**config.mk**
```make
export PLATFORM = sky130hd
export DESIGN_NAME = vram_access_scheduler
export DESIGN_NICKNAME = d
export VERILOG_FILES = /design/src/rtl/vram_access_scheduler.sv
export SDC_FILE = /design/constraint.sdc
export NUM_CORES = 1
export LEC_CHECK = 0
export ABC_AREA = 1
export CAP_MARGIN = 15
export CORE_ASPECT_RATIO = 2
export CORE_MARGIN = 5
export CORE_UTILIZATION = 53
export DETAILED_ROUTE_END_ITERATION = 16
export PLACE_DENSITY_LB_ADDON = 0.25
export SLEW_MARGIN = 20
export SYNTH_ARGS = -nofsm -noshare
export SYNTH_HDL_FRONTEND = slang
export SYNTH_SLANG_ARGS = --single-unit
```
**constraint.sdc**
```tcl
create_clock -name clk -period 2.26 [get_ports clk]
set_clock_uncertainty 0.1 [all_clocks]
set_input_delay 0.452 -clock clk [delete_from_list [all_inputs] [get_ports clk]]
set_output_delay 0.452 -clock clk [all_outputs]
set_load 0.005 [all_outputs]
```
**src/rtl/vram_access_scheduler.sv**
```systemverilog
// VRAM access scheduler: converts V9958 access windows into SDRAM read/write
// commands, slips refreshes into idle windows and forces one at the interval limit.
module vram_access_scheduler #(
    parameter int unsigned REFRESH_MIN  = 256,
    parameter int unsigned REFRESH_MAX  = 800,
    parameter int unsigned BUSY_TIMEOUT = 16,
    parameter int unsigned ADDR_W       = 21
) (
    input  logic              clk,
    input  logic              reset_n,
    input  logic              vdp_dlclk,
    input  logic              vdp_dhclk,
    input  logic              vdp_we_n,
    input  logic [16:0]       vdp_adr,
    input  logic [7:0]        vdp_dbo,
    output logic [15:0]       vdp_dbi,
    output logic              mem_read,
    output logic              mem_write,
    output logic              mem_refresh,
    output logic [ADDR_W-1:0] mem_addr,
    output logic [15:0]       mem_din,
    output logic [1:0]        mem_wdm,
    input  logic [15:0]       mem_dout,
    input  logic              mem_busy,
    input  logic              status_clr,
    output logic              overrun,
    output logic              timeout
);

    localparam int unsigned CntW = $clog2(REFRESH_MAX + 1);
    localparam int unsigned TmrW = $clog2(BUSY_TIMEOUT + 1);
    localparam logic [CntW-1:0] RefMin  = CntW'(REFRESH_MIN);
    localparam logic [CntW-1:0] RefMax  = CntW'(REFRESH_MAX);
    localparam logic [TmrW-1:0] TmrLast = TmrW'(BUSY_TIMEOUT - 1);

    typedef enum logic [1:0] {StIdle, StWaitAck, StWaitDone} state_e;

    state_e            state_q, state_d;
    logic [TmrW-1:0]   tmr_q, tmr_d;
    logic              rd_cmd_q, rd_cmd_d;
    logic              acc_q, acc_prev_q, idle_q, idle_prev_q;
    logic              slot_ev, idle_ev;
    logic              pend_q, pend_we_q;
    logic [15:0]       pend_addr_q, pend_din_q;
    logic [1:0]        pend_wdm_q;
    logic [ADDR_W-1:0] addr_q;
    logic [15:0]       din_q, dbi_q;
    logic [1:0]        wdm_q;
    logic [CntW-1:0]   ref_cnt_q;
    logic              idle_seen_q, ref_due;
    logic              issue_acc, issue_ref;
    logic              timeout_set, dbi_load, overrun_set;
    logic              overrun_q, timeout_q;

    assign slot_ev = acc_q & ~acc_prev_q;
    assign idle_ev = idle_q & ~idle_prev_q;
    assign ref_due = (idle_seen_q && (ref_cnt_q >= RefMin)) || (ref_cnt_q >= RefMax);

    // Pending access always beats refresh; nothing is issued while the controller is busy.
    assign issue_acc   = (state_q == StIdle) && pend_q && !mem_busy;
    assign issue_ref   = (state_q == StIdle) && !pend_q && ref_due && !mem_busy;
    // Losing an access only counts when the older one is not leaving this cycle.
    assign overrun_set = slot_ev && pend_q && !issue_acc;

    assign mem_read    = issue_acc & ~pend_we_q;
    assign mem_write   = issue_acc & pend_we_q;
    assign mem_refresh = issue_ref;
    assign mem_addr    = issue_acc ? ADDR_W'(pend_addr_q) : addr_q;
    assign mem_din     = issue_acc ? pend_din_q : din_q;
    assign mem_wdm     = issue_acc ? pend_wdm_q : wdm_q;
    assign vdp_dbi     = dbi_q;
    assign overrun     = overrun_q;
    assign timeout     = timeout_q;

    // Register the phase windows and their previous values for edge detection.
    always_ff @(posedge clk or negedge reset_n) begin
        if (!reset_n) begin
            acc_q       <= 1'b0;
            acc_prev_q  <= 1'b0;
            idle_q      <= 1'b0;
            idle_prev_q <= 1'b0;
        end else begin
            acc_q       <= vdp_dlclk & vdp_dhclk;
            acc_prev_q  <= acc_q;
            idle_q      <= ~vdp_dlclk & ~vdp_dhclk;
            idle_prev_q <= idle_q;
        end
    end

    // Slot capture; a newer slot simply overwrites an older pending access.
    always_ff @(posedge clk or negedge reset_n) begin
        if (!reset_n) begin
            pend_q      <= 1'b0;
            pend_we_q   <= 1'b0;
            pend_addr_q <= '0;
            pend_din_q  <= '0;
            pend_wdm_q  <= '0;
        end else if (slot_ev) begin
            pend_q      <= 1'b1;
            pend_we_q   <= ~vdp_we_n;
            pend_addr_q <= vdp_adr[15:0];
            pend_din_q  <= {vdp_dbo, vdp_dbo};
            pend_wdm_q  <= {~vdp_adr[16], vdp_adr[16]};
        end else if (issue_acc) begin
            pend_q      <= 1'b0;
        end
    end

    // Hold the last command's address/data/mask between commands.
    always_ff @(posedge clk or negedge reset_n) begin
        if (!reset_n) begin
            addr_q <= '0;
            din_q  <= '0;
            wdm_q  <= '0;
        end else if (issue_acc) begin
            addr_q <= mem_addr;
            din_q  <= mem_din;
            wdm_q  <= mem_wdm;
        end
    end

    // Refresh interval counter and idle-window tracking since the last command.
    always_ff @(posedge clk or negedge reset_n) begin
        if (!reset_n) begin
            ref_cnt_q   <= '0;
            idle_seen_q <= 1'b0;
        end else begin
            if (issue_ref) begin
                ref_cnt_q <= '0;
            end else if (ref_cnt_q < RefMax) begin
                ref_cnt_q <= ref_cnt_q + 1'b1;
            end
            if (idle_ev) begin
                idle_seen_q <= 1'b1;
            end else if (issue_acc || issue_ref) begin
                idle_seen_q <= 1'b0;
            end
        end
    end

    // Command FSM next-state logic.
    always_comb begin
        state_d     = state_q;
        tmr_d       = tmr_q;
        rd_cmd_d    = rd_cmd_q;
        timeout_set = 1'b0;
        dbi_load    = 1'b0;
        unique case (state_q)
            StIdle: begin
                if (issue_acc) begin
                    state_d  = StWaitAck;
                    tmr_d    = '0;
                    rd_cmd_d = ~pend_we_q;
                end else if (issue_ref) begin
                    state_d  = StWaitAck;
                    tmr_d    = '0;
                    rd_cmd_d = 1'b0;
                end
            end
            StWaitAck: begin
                if (mem_busy) begin
                    state_d = StWaitDone;
                end else if (tmr_q == TmrLast) begin
                    timeout_set = 1'b1;
                    state_d     = StIdle;
                end else begin
                    tmr_d = tmr_q + 1'b1;
                end
            end
            StWaitDone: begin
                // Busy was high on entry, so the first low cycle is the falling edge.
                if (!mem_busy) begin
                    dbi_load = rd_cmd_q;
                    state_d  = StIdle;
                end
            end
            default: state_d = StIdle;
        endcase
    end

    // FSM state, read-data holding register and sticky status flags.
    always_ff @(posedge clk or negedge reset_n) begin
        if (!reset_n) begin
            state_q   <= StIdle;
            tmr_q     <= '0;
            rd_cmd_q  <= 1'b0;
            dbi_q     <= '0;
            overrun_q <= 1'b0;
            timeout_q <= 1'b0;
        end else begin
            state_q  <= state_d;
            tmr_q    <= tmr_d;
            rd_cmd_q <= rd_cmd_d;
            if (dbi_load) begin
                dbi_q <= mem_dout;
            end
            if (overrun_set) begin
                overrun_q <= 1'b1;
            end else if (status_clr) begin
                overrun_q <= 1'b0;
            end
            if (timeout_set) begin
                timeout_q <= 1'b1;
            end else if (status_clr) begin
                timeout_q <= 1'b0;
            end
        end
    end

endmodule

```
# After elaboration in Yosys (flattened, before gate mapping)
# Index checks and enable logic that the tools add are counted.
word_totals:
  ff_bits: 116
  inputBits: 48
op_classes:
  addsub: 2
  n_lt_le_gt_ge: 3
  eq_ne: 8
  n_mux: 30
  n_bitwise: 13
  n_reduce_logical: 24
ops:
  columns: ["cell", "count"]
  rows:
  - ["$mux 21", 1]
  - ["$mux 10", 2]
  - ["$mux 5", 4]
  - ["$mux 16", 1]
  - ["$mux 1", 14]
  - ["$reduce_bool 2->1", 7]
  - ["$mux 2", 6]
  - ["$add 10x1->10 const B", 1]
  - ["$ge 10x10->1 const B", 1]
  - ["$ge 10x9->1 const B", 1]
  - ["$lt 10x10->1 const B", 1]
  - ["$pmux 5 s2", 1]
  - ["$logic_and 1x1->1", 8]
  - ["$not 1->1", 7]
  - ["$and 1x1->1", 6]
  - ["$ne 2x2->1 const B", 3]
  - ["$ne 3x3->1 const B", 2]
  - ["$pmux 2 s3", 1]
  - ["$add 5x1->5 const B", 1]
  - ["$eq 5x4->1 const B", 1]
  - ["$reduce_and 4->1", 1]
  - ["$logic_not 1->1", 3]
  - ["$reduce_and 3->1", 1]
  - ["$eq 2x1->1 const B", 1]
  - ["4 further kinds", 5]

# Longest topological paths before layout
# Gate-level depths: netlist of run 1.
logic_depth:
  ltp_word: 8
  mapped_depth: 9
  ltp_nobuf: 9

# Least setup slack after synthesis of run 1
# No wires, ideal clock.
synth_path:
  path_kind: "input port to output port"
  start: "in mem_busy"
  end: "out mem_din[13]"
  t_arrival_ns: 1.097
  path_slack_ns: 0.611
  path_stages: 6
  path_buffers: 1
  cell_sequence: "inv_2 > nand3_2 > inv_2 > buf_4 > nand2_2 > nand2_1"
synth_between:
  elab_chain_cells: 3
synth_rtl:
  columns: ["item", "line", "source"]
  rows:
  - ["start, declared", "24", "input logic mem_busy,"]
  - ["$logic_not 1->1", null, null]
  - ["$logic_and 1x1->1", "60", "assign issue_acc = (state_q == StIdle) && pend_q && !mem_busy;"]
  - ["$mux 16", "69", "assign mem_din = issue_acc ? pend_din_q : din_q;"]
  - ["end, declared", "21", "output logic [15:0] mem_din,"]
# Every way passes these cells.

# Worst setup path in the final report of run 1
layout_path:
  start: "reg state_q[1]"
  end: "out mem_din[6]"
layout_between:
  elab_chain_cells: 4
layout_rtl:
  columns: ["item", "line", "source"]
  rows:
  - ["start, declared", "38", "state_e state_q, state_d;"]
  - ["start signal, assigned", "184", "state_q <= StIdle;"]
  - ["start signal, assigned", "191", "state_q <= state_d;"]
  - ["$logic_not 2->1", "60", null]
  - ["$logic_and 1x1->1 (2 in a row)", "60", null]
  - ["$mux 16", "69", null]
# Every way passes these cells.

==> results.toml, run 1 <==
[run_status]
outcome = "complete, but fails checks"
violations = "setup timing"

[yosys]
synth_nets = 553
async_reset_ff_share_pct = 100
synth_top_cells_by_area = "dfrtp_1 (59%), nand2_1 (20%), mux2_4 (3.3%), inv_1 (3.0%), nor2_1 (1.8%)"
ys.flop_type = "dfrtp_1"
synth-seq-area-share_pct = 59.5
netlist_top_cells_count = "nand2_1 (242), dfrtp_1 (108), inv_1 (36), nor2_1 (22), o21ai_0 (15)"
synth.most_common_cell = "nand2_1"
netlist_area_mm2 = 0.00454
synth_cell_types = 27
yosysWarnings = 0
synth_cells = 502
avgSynthCellArea_um2 = 9.05
synth_edf_count = 0
yosysTopAreaCell = "dfrtp_1"
ys_ff_latch = 108
netlist.area_leader.share_pct = 59.5

[place]
dp_hpwl_um = 7640
gp_congestion = 0.821
dp_cells = 719
port_buffers = 107

[worst_setup_path]
critPathKind = "register to output port"
critPathCaptureType = "output port"
critPathMaxFanout = 12
startpoint_type = "register"
worstPathArrival_ns = 1.72
crit_required_ns = 1.71

[cells_and_area]
insertedDiodeCount = 0
drive_above_1_share_pct = 23.4
final_cells = 748
synthToLayoutAreaGrowth_pct = 40.4
fin_nets = 696

[sta]
slew_viol_final = 0
final-setup-viol-count = 2
fin_ws_ns = -0.0122
rsz0062_at_grt = "true"
tightest_slew_ns = 0.472
clock.fmax_mhz = 440
min_period_ns = 2.27
fin_crit_sh_pct = 101
hold_violations = 0
slew_headroom_pct = 68.6

[power]
powerDensity_mw_per_mm2 = 1180
max-vdd-ir-drop_uv = 684
finalPower_w = 0.00753
leakage_nw = 3.56

[global_routing]
grt_pass1_vias = 3864
grtUsageMet1_pct = 26.5
grt.met2_usage_pct = 35.4
antenna_found_initial = 0
grt.overflow.total = 0
grt_usage_pct = 21.0
grt-busiest-layer = "met2"
grt_max_degree = 36
grt.met3_usage_pct = 3.49
grt_pass1_wl_um = 17600

[clock_network]
clock_latency_ns = 0.34
tritoncts = "yes"
cts_buffer_depth = 2
htree_levels = 3
clock_tree.root_cell = "clkbuf_16"
path_clk_slew_ns = 0.08
cts-buffers-inserted = 9
cts_sinks = 108

[detailed_routing]
first_iter_violations = 164
drcViolationCount = 0
vias_per_cell = 5.11
antenna_left = 0
vias = 3819
wl_um = 11000
routedWlPerCell_um = 14.7
dr.pass1.iters = 4

[flow_run]
drv_cap = 0

[die]
core-area_mm2 = 0.00835
die_width_um = 75.5
die_area_mm2 = 0.0106
pin_count = 108
rows = 47
die_y_um = 141
floorplan.initialDensity_pct = 54.4

[min_path]
hold_path.class = "register to register"
layout make-up:
| cell class | instances | area, um^2 |
|---|---|---|
| Clock buffer | 9 | 225 |
| Clock inverter | 7 | 73.8 |
| Fill cell | 581 | 1970 |
| Inverter | 40 | 153 |
| Multi-Input combinational cell | 340 | 1740 |
| Sequential cell | 108 | 2700 |
| Tap cell | 98 | 123 |
| Timing Repair Buffer | 146 | 1370 |
sequential cells by signal, summed over array words and instances (netlist names):
name	count
addr_q	21
din_q	16
pend_addr_q	16
vdp_dbi	16
ref_cnt_q	10
pend_din_q	8
tmr_q	5
pend_wdm_q	2
state_q	2
wdm_q	2
acc_prev_q	1
acc_q	1
idle_prev_q	1
idle_q	1
idle_seen_q	1
overrun	1
pend_q	1
pend_we_q	1
rd_cmd_q	1
timeout	1
critical path, cell delays in order, from the launching register on:
cell and delay (ns):
dfrtp_1 0.41, nor2_4 0.15, nand3_4 0.10, buf_12 0.16
buf_16 0.14, nand2_1 0.09, nand2_1 0.07, dlygate4sd2_1 0.26
path summary, 6_finish.rpt:
kind | start | endpoint | slack [ns] | cells after the start
worst max-delay path | state_q[1] | mem_din[6] | -0.01 | 7
worst min-delay path | acc_q | acc_prev_q | 0.28 | 0
worst max register to register | tmr_q[0] | tmr_q[1] | 0.53 | 9
worst min register to register | acc_q | acc_prev_q | 0.28 | 0
max in group asynchronous | reset_n | vdp_dbi[15] | 0.95 | 3
min in group asynchronous | reset_n | ref_cnt_q[0] | 0.50 | 2
stage by stage:
stage / area (um^2) / setup TNS, ns / hold WS, ns / util (%) / setup slack (ns)
global placement: 5910 / -15.17 / 0.258 / 70.8 / -0.427
floorplan: 4540 / 0 / 0.0564 / - / 0.611
CTS: 6240 / -0.281 / 0.285 / 74.7 / -0.176
finish: 6380 / -0.0160 / 0.280 / 76.4 / -0.0122
global route: 6380 / -0.938 / 0.301 / 76.4 / -0.0994
detailed placement: 5910 / -15.34 / 0.268 / 70.8 / -0.436
logic make-up after synthesis:
family	after synthesis	share of synthesized area, %
AND/OR/NAND/NOR	299	27.0
flip-flops	108	59.5
buffers and inverters	54	5.18
AO/OA/AOI/OAI	21	2.51
multiplexers	16	4.79
adder cells (fa/ha/maj)	3	0.826
XOR/XNOR	1	0.193
cells in the final DEF (no fill, tap or decap), types with 7 or more instances in the layout:
| master | count |
|---|---|
| dfrtp_1 | 108 |
| dlygate4sd2_1 | 10 |
| clkdlybuf4s50_1 | 63 |
| nor2_1 | 21 |
| nand3_1 | 12 |
| clkbuf_2 | 25 |
| mux2_4 | 10 |
| buf_4 | 29 |
| o21ai_0 | 14 |
| clkbuf_16 | 11 |
| inv_1 | 36 |
| nand4_1 | 7 |
| nand2_1 | 206 |
| nand2_2 | 35 |
power by group:
part	internal, W	switching (W)
sequential	0.00257	0.000387
clock	0.000866	0.000719
combinational	0.00157	0.00143
total	0.00500	0.00253
layer usage:
layer / share of wire [%] / vias to the layer above / wire length [um]
met5: 0 / - / 0
met4: 2.3 / 0 / 250
met3: 4.7 / 23 / 513
met2: 55 / 134 / 6090
met1: 38 / 1834 / 4160
li1: - / 1828 / -
repair_timing:
item | CTS | global route
gates resized for setup | 60 | 92
hold endpoints to repair | 31 | 0
endpoints found under the setup margin | 42 | 34
gates cloned | 0 | 2
setup buffers | 4 | 7
hold buffers | 1 | 0
pin swaps | 3 | 3
No activity file was read; power rests on OpenSTA's default activity.
==> run 2, diff against run 1 <==
- CORE_MARGIN: 5 -> not set
- CORE_UTILIZATION: 53 -> 29
- CTS_CLUSTER_SIZE: not set -> 8
==> results.toml, run 2 (synthesis gave the netlist of run 1 again) <==
[run_status]
outcome = "complete, but fails checks"
violations = "hold timing, setup timing"

[cells_and_area]
stdcell_area_mm2 = 0.00677
final_cell_mix = "nand2_1 (199), dfrtp_1 (107), clkdlybuf4s50_1 (63), inv_1 (36), nand2_2 (30)"
largest_register_ffs = 21
fin_nets = 707
top_register = "addr_q"
layout_commonest_cell = "nand2_1"
drive_above_1_share_pct = 26.9
insertedDiodeCount = 0
synthToLayoutAreaGrowth_pct = 49.0

[place]
place_area_mm2 = 0.00604
place_ws_ns = -0.397
port_buffers = 107
dp_hpwl_um = 7900
gp_congestion = 0.750

[detailed_routing]
vias = 3741
highest_layer = "met4"
wl_met3_um = 384
dr.pass1.iters = 4
first_iter_violations = 112
wl_um = 11500
wl_met2_um = 6540
routedWlPerCell_um = 13.4
wl_met1_um = 4350
antenna_left = 0
vias_per_cell = 4.36
drcViolationCount = 0

[clock_network]
tritoncts = "yes"
cts_sinks = 108
cts_hold_buf = 0
clock_tree.root_cell = "clkbuf_16"
cts_buffer_depth = 2
path_clk_slew_ns = 0.07
cts-buffers-inserted = 9
clock_latency_ns = 0.35
htree_levels = 3

[worst_setup_path]
critPathKind = "register to output port"
reg2regPathDepth = 9
critPathCaptureType = "output port"
critPathMaxFanout = 4
startpoint_type = "register"
worstPathArrival_ns = 1.77
crit_required_ns = 1.71

[global_routing]
antenna_found_initial = 0
grt.overflow.total = 0
grt_pass1_wl_um = 18400
grt_usage_pct = 14.8
grt_pass1_vias = 3792
grt_max_degree = 41

[sta]
clock.fmax_mhz = 430
fin_crit_sh_pct = 103
fin_ws_ns = -0.0634
min_period_ns = 2.32
slew_headroom_pct = 62.0
rsz0062_at_grt = "true"
hold_violations = 12
slew_viol_final = 0
whs_ns = -0.0144
final-setup-viol-count = 15
tightest_slew_ns = 0.571
finalSetupTns_ns = -0.523

[power]
finalPower_w = 0.00779
leakage_nw = 3.79
max-vdd-ir-drop_uv = 503
powerDensity_mw_per_mm2 = 1150

[die]
die_y_um = 179
pin_count = 108
core-area_mm2 = 0.0153
die_area_mm2 = 0.0162
rows = 64
floorplan.initialDensity_pct = 29.7
die_width_um = 90.5

[flow_run]
drv_cap = 0

[min_path]
hold_path.class = "primary input to async pin"
[run 2: layout make-up]
| cell class | count | area, um^2 |
|---|---|---|
| tap | 198 | 248 |
| timing repair buffer | 157 | 1560 |
| fill | 1508 | 8520 |
| inverter | 40 | 155 |
| clock buffer | 11 | 243 |
| clock inverter | 5 | 35.0 |
| multi-input combinational | 340 | 1830 |
| sequential | 108 | 2700 |
[run 2: worst paths after layout]
check | from | to | slack [ns]
worst max-delay path | state_q[1] | mem_din[5] | -0.06
worst min-delay path | reset_n | tmr_q[2] | -0.01
worst max register to register | tmr_q[0] | tmr_q[1] | 0.59
worst min register to register | acc_q | acc_prev_q | 0.28
max in group asynchronous | reset_n | acc_q | 1.45
min in group clk | acc_q | acc_prev_q | 0.28
[run 2: what timing repair did]
item                       CTS  global route
setup endpoints to repair   42            41
buffers inserted            14            10
resized for setup          186            43
gates cloned                 3             0
pin swaps                    9             9
[run 2: routing by layer]
metal,vias up,GRT usage (%)
li1,1850,-
met1,1808,15.7
met2,72,27.6
met3,11,3.14
met4,0,6.79
met5,-,0
[run 2: power breakdown]
| part | total [W] | leakage (nW) | switching (W) | internal, W |
|---|---|---|---|---|
| sequential | 0.00292 | 1.36 | 0.000358 | 0.00257 |
| clock | 0.00149 | 0.136 | 0.000712 | 0.000781 |
| combinational | 0.00338 | 2.29 | 0.00153 | 0.00184 |
[run 2: worst max-delay path: stages (launching register included)]
cell      delay [ns]
dfrtp_1         0.42
nor2_4          0.15
nand3_4         0.13
clkinv_4        0.08
buf_12          0.11
buf_8           0.11
buf_16          0.12
buf_12          0.10
nand2_4         0.05
nand2_2         0.05
buf_2           0.10
[run 2: through the flow]
step | utilization (%) | instances | hold WS (ns)
floorplan | - | 502 | 0.0564
global placement | 39.5 | 820 | 0.261
finish | 44.3 | 859 | -0.0144
global route | 44.3 | 859 | 0.0326
CTS | 43.4 | 853 | 0.00882
detailed placement | 39.5 | 820 | 0.274
==> patch 1: new RTL, config.mk and constraints of run 2 <==
Set the parameter `REFRESH_MIN` to 128 (it was 256).
--- a/src/rtl/vram_access_scheduler.sv
+++ b/src/rtl/vram_access_scheduler.sv
@@ -1,7 +1,7 @@
 // VRAM access scheduler: converts V9958 access windows into SDRAM read/write
 // commands, slips refreshes into idle windows and forces one at the interval limit.
 module vram_access_scheduler #(
-    parameter int unsigned REFRESH_MIN  = 256,
+    parameter int unsigned REFRESH_MIN  = 128,
     parameter int unsigned REFRESH_MAX  = 800,
     parameter int unsigned BUSY_TIMEOUT = 16,
     parameter int unsigned ADDR_W       = 21
Formal check against the unedited RTL: same outputs for any inputs over 10 cycles, from zero or initial values and one cycle with reset_n low; that may be too few to reach the edited logic, so the function may still have changed.
==> patch 1 against run 2 <==
  * Combinational power shrank 7.4%
  * Via count decreased by 0.29%
  * Cell count shrank 0.70%
  * Sequential cell count is the same
  * Critical endpoint is now mem_din[10]
  * Cell area fell by 3.1%
  * Setup slack better by 0.13 ns
  * Routed wire length is 2.9% lower
  * Area after synthesis rose by 0.52%
  * Critical path depth decreased by 2
  * Largest cell class unchanged
  * Power decreased by 2.7%
  * Non-clock buffer count stayed put
==> patch 1: results <==
[status]
status = "completed"

[cts]
hold_buffers = 1
postCtsSetupBuffers = 6

[layout]
inverters = 35
seq_share = 0.412
nNetsFinal = 702
drive_gt1_frac = 0.249
buffer_area_frac = 0.220
multi_input_area_share = 0.266
num_antenna_cells = 0
fillerInstances = 1548

[grt]
gr-usage-met3 = 0.0195
grt_pass1_vias = 3868
grtUsageTotal = 0.146
grt_max_degree = 46
met1_usage = 0.157

[setup_path]
crit_end = "mem_din[10]"
reg2reg_to = "tmr_q[0]"
reg2regPathDepth = 8
r2r_setup_slack_ns = 0.54
startpoint = "state_q[0]"
critPathArrivalTime_ns = 1.64
critical_path.max_fanout = 8

[pwr]
finalPower_mw = 7.58
ir_worst_vdd_mv = 0.418
p_int_mw = 5.07
p_leak_nw = 3.60
comb-power_mw = 3.13

[logic_synthesis]
ys_top_cells_by_count = "nand2_1 (235), dfrtp_1 (108), inv_1 (31)"
ys_types = 30
synth_top_area_share = 0.592
yosys-top-cells-area = "dfrtp_1 (59%), nand2_1 (19%), mux2_4 (3.3%), inv_1 (2.5%), nor2_1 (2.5%)"

[drt]
met3_length_um = 302
vias = 3730
drt_iter0_drc = 122
wl_per_cell_um = 13.1
dr_wl_met2_um = 6140

[placed_design]
place.gp.congestion = 0.815

[timing]
maxSlewHeadroom = 0.645

[min_path]
holdCritPathClass = "register to register"
[patch 1: through the flow]
stage | hold slack (ns) | instances | setup WS [ns] | cell area (um^2) | setup TNS, ns
3_5_place_dp | 0.272 | 820 | -0.467 | 6050 | -15.06
5_1_grt | 0.299 | 853 | -0.0160 | 6560 | -0.0266
2_1_floorplan | 0.0564 | 498 | 0.607 | 4570 | 0
3_3_place_gp | 0.260 | 820 | -0.471 | 6050 | -15.48
4_1_cts | 0.287 | 845 | -0.258 | 6520 | -1.92
6_report | 0.281 | 853 | 0.0640 | 6560 | 0
[patch 1: logic make-up after synthesis]
logic type,after synthesis,synth area share
flip-flops,108,0.592
AND/OR/NAND/NOR,300,0.270
multiplexers,16,0.0477
adder cells (fa/ha/maj),4,0.0110
AO/OA/AOI/OAI,16,0.0203
XOR/XNOR,3,0.00575
buffers and inverters,51,0.0540
[patch 1: critical path: cells and delay by family (launching register included)]
family,cells,cell delay (ns)
buffers and inverters,4,0.46
and+or+nand+nor,4,0.43
DFF,1,0.41
==> patch 2: new RTL, flow settings as in run 2 <==
Without the edit above. Register the output `mem_din`, with the module's reset; this adds one clock of latency there. The other outputs are not delayed to match.
--- a/src/rtl/vram_access_scheduler.sv
+++ b/src/rtl/vram_access_scheduler.sv
@@ -35,6 +35,8 @@
 
     typedef enum logic [1:0] {StIdle, StWaitAck, StWaitDone} state_e;
 
+    logic [15:0] mem_din_d;
+
     state_e            state_q, state_d;
     logic [TmrW-1:0]   tmr_q, tmr_d;
     logic              rd_cmd_q, rd_cmd_d;
@@ -66,7 +68,7 @@
     assign mem_write   = issue_acc & pend_we_q;
     assign mem_refresh = issue_ref;
     assign mem_addr    = issue_acc ? ADDR_W'(pend_addr_q) : addr_q;
-    assign mem_din     = issue_acc ? pend_din_q : din_q;
+    assign mem_din_d   = issue_acc ? pend_din_q : din_q;
     assign mem_wdm     = issue_acc ? pend_wdm_q : wdm_q;
     assign vdp_dbi     = dbi_q;
     assign overrun     = overrun_q;
@@ -114,7 +116,7 @@
             wdm_q  <= '0;
         end else if (issue_acc) begin
             addr_q <= mem_addr;
-            din_q  <= mem_din;
+            din_q  <= mem_din_d;
             wdm_q  <= mem_wdm;
         end
     end
@@ -207,5 +209,13 @@
         end
     end
 
+    always_ff @(posedge clk or negedge reset_n) begin
+        if (!reset_n) begin
+            mem_din <= '0;
+        end else begin
+            mem_din <= mem_din_d;
+        end
+    end
+
 endmodule
 
Function: changed (Yosys sat finds a counterexample within 4 cycles, from zero or initial values and one cycle with reset_n low).
==> patch 2 against run 2 <==
  * The flow finishes with violations (negative setup slack)
  * Setup slack better by 0.056 ns
  * Area after synthesis is 7.8% higher
  * Clock power is 56% higher
  * Routed wire length is 4.8% higher
  * Synthesized cell count is 1.4% higher
  * Sequential cell count is 16 higher
  * Power is 13% higher
  * Cell area is 6.2% higher
==> patch 2: results <==
[status]
status = "finished, violations left"
violations = "negative setup slack"

[timing]
setup_viol_count_final = 2
setup_slack_ns = -0.00727
maxSlewHeadroom = 0.613

[grt]
grt_max_degree = 56
grt_first_pass_wirelength_um = 19500
met1_usage = 0.149
gr-usage-met3 = 0.0335
grt_pass1_vias = 4068
grtUsageTotal = 0.151
antenna_found_initial = 0
grt.met2_usage = 0.291

[logic_synthesis]
yosysWarnings = 0
yosysSeqAreaShare = 0.633
synth-seq-cells = 124
ys_top_cells_by_count = "nand2_1 (242), dfrtp_1 (124), inv_1 (29)"
muxShareOfSynthArea = 0.0444
synth_xor_area_frac = 0.00358
synth-main-ff-cell = "dfrtp_1"
async_flop_share = 1.00
ys_types = 27
syn_nets = 560
synth.avg_cell_area_um2 = 9.63
synth_compound_area_frac = 0.0289
synthAdderAreaFrac = 0.00766
yosys-top-cells-area = "dfrtp_1 (63%), nand2_1 (19%), mux2_4 (3.1%), inv_1 (2.2%), nor2_1 (1.9%)"

[setup_path]
critPathArrivalTime_ns = 1.72
critical_path.max_fanout = 4
cp_slowest_stage_delay_ns = 0.41
critical-path-top-delay-family = "buffers and inverters"

[layout]
fillerInstances = 1628
drive_gt1_frac = 0.241
largest-register = "addr_q"
largest_reg_flops = 21
num_antenna_cells = 0
nNetsFinal = 720
instances_no_fill = 884

[pwr]
p_leak_nw = 3.88
ir_worst_vdd_mv = 0.510

[placed_design]
dp_cells = 829
dp_hpwl_um = 8230
port_buffers = 107
post-place-ws_ns = -0.377
place.gp.congestion = 0.782

[drt]
highest_layer = "met4"
met3_length_um = 367
dr_wl_met2_um = 7010
first_pass_iters = 4
wirelength_um = 12000
vias = 3853
drt_iter0_drc = 153
met1_length_um = 4440

[cts]
cts_max_level = 4
clkTransAtPathRegs_ns = 0.05
insertion_delay_ns = 0.41
cts.root.buffer_cell = "clkbuf_16"
cts_buffers = 17
clockBufferDepth = 2

[min_path]
holdCritPathClass = "register to register"
patch 2: changes by cell type after synthesis, sizes merged, moves of 2 or more:
cell	before	now
nand2	247	243
inv	39	36
nor3	3	1
a21oi	4	9
nor2	26	29
dfrtp	108	124
nand3	16	10
patch 2: repair_timing:
item                                    in CTS  in global routing
pin swaps                                    4                  5
gates resized for setup                    136                 32
endpoints found under the hold margin        5                  0
hold buffers                                 1                  0
buffers inserted                            20                  5
cloned                                       3                  0
endpoints found under the setup margin      26                 26
patch 2: cell type report:
type,count,area (um^2),share of cell area
well taps,204,255,0.0355
multi-input cells,335,1740,0.242
clock inverters,12,78.8,0.0110
repair buffers,155,1450,0.201
clock buffers,18,429,0.0597
flip-flops and latches,124,3100,0.432
inverters,36,138,0.0191
patch 2: final timing paths:
check,start,end,cells past startpoint,slack (ns)
worst max-delay path,state_q[1],mem_addr[1],9,-0.007
worst min-delay path,acc_q,acc_prev_q,0,0.28
worst max register to register,tmr_q[0],tmr_q[1],9,0.59
worst min register to register,acc_q,acc_prev_q,0,0.28
max in group asynchronous,reset_n,addr_q[12],3,1.09
min in group asynchronous,reset_n,vdp_dbi[14],2,0.31
patch 2: stage by stage:
stage	setup TNS, ns	area [um^2]	hold slack (ns)
2_1_floorplan	0	4900	0.0564
3_3_place_gp	-7.90	6350	0.189
3_5_place_dp	-8.76	6350	0.190
4_1_cts	-0.774	7160	0.285
5_1_grt	-1.36	7190	0.304
6_report	-0.00760	7190	0.277
patch 2: power by group:
part / switching [mW] / internal, mW / leakage (nW)
registers: 0.405 / 2.98 / 1.56
logic: 1.41 / 1.68 / 2.08
clock network: 0.962 / 1.37 / 0.235
total: 2.78 / 6.03 / 3.88
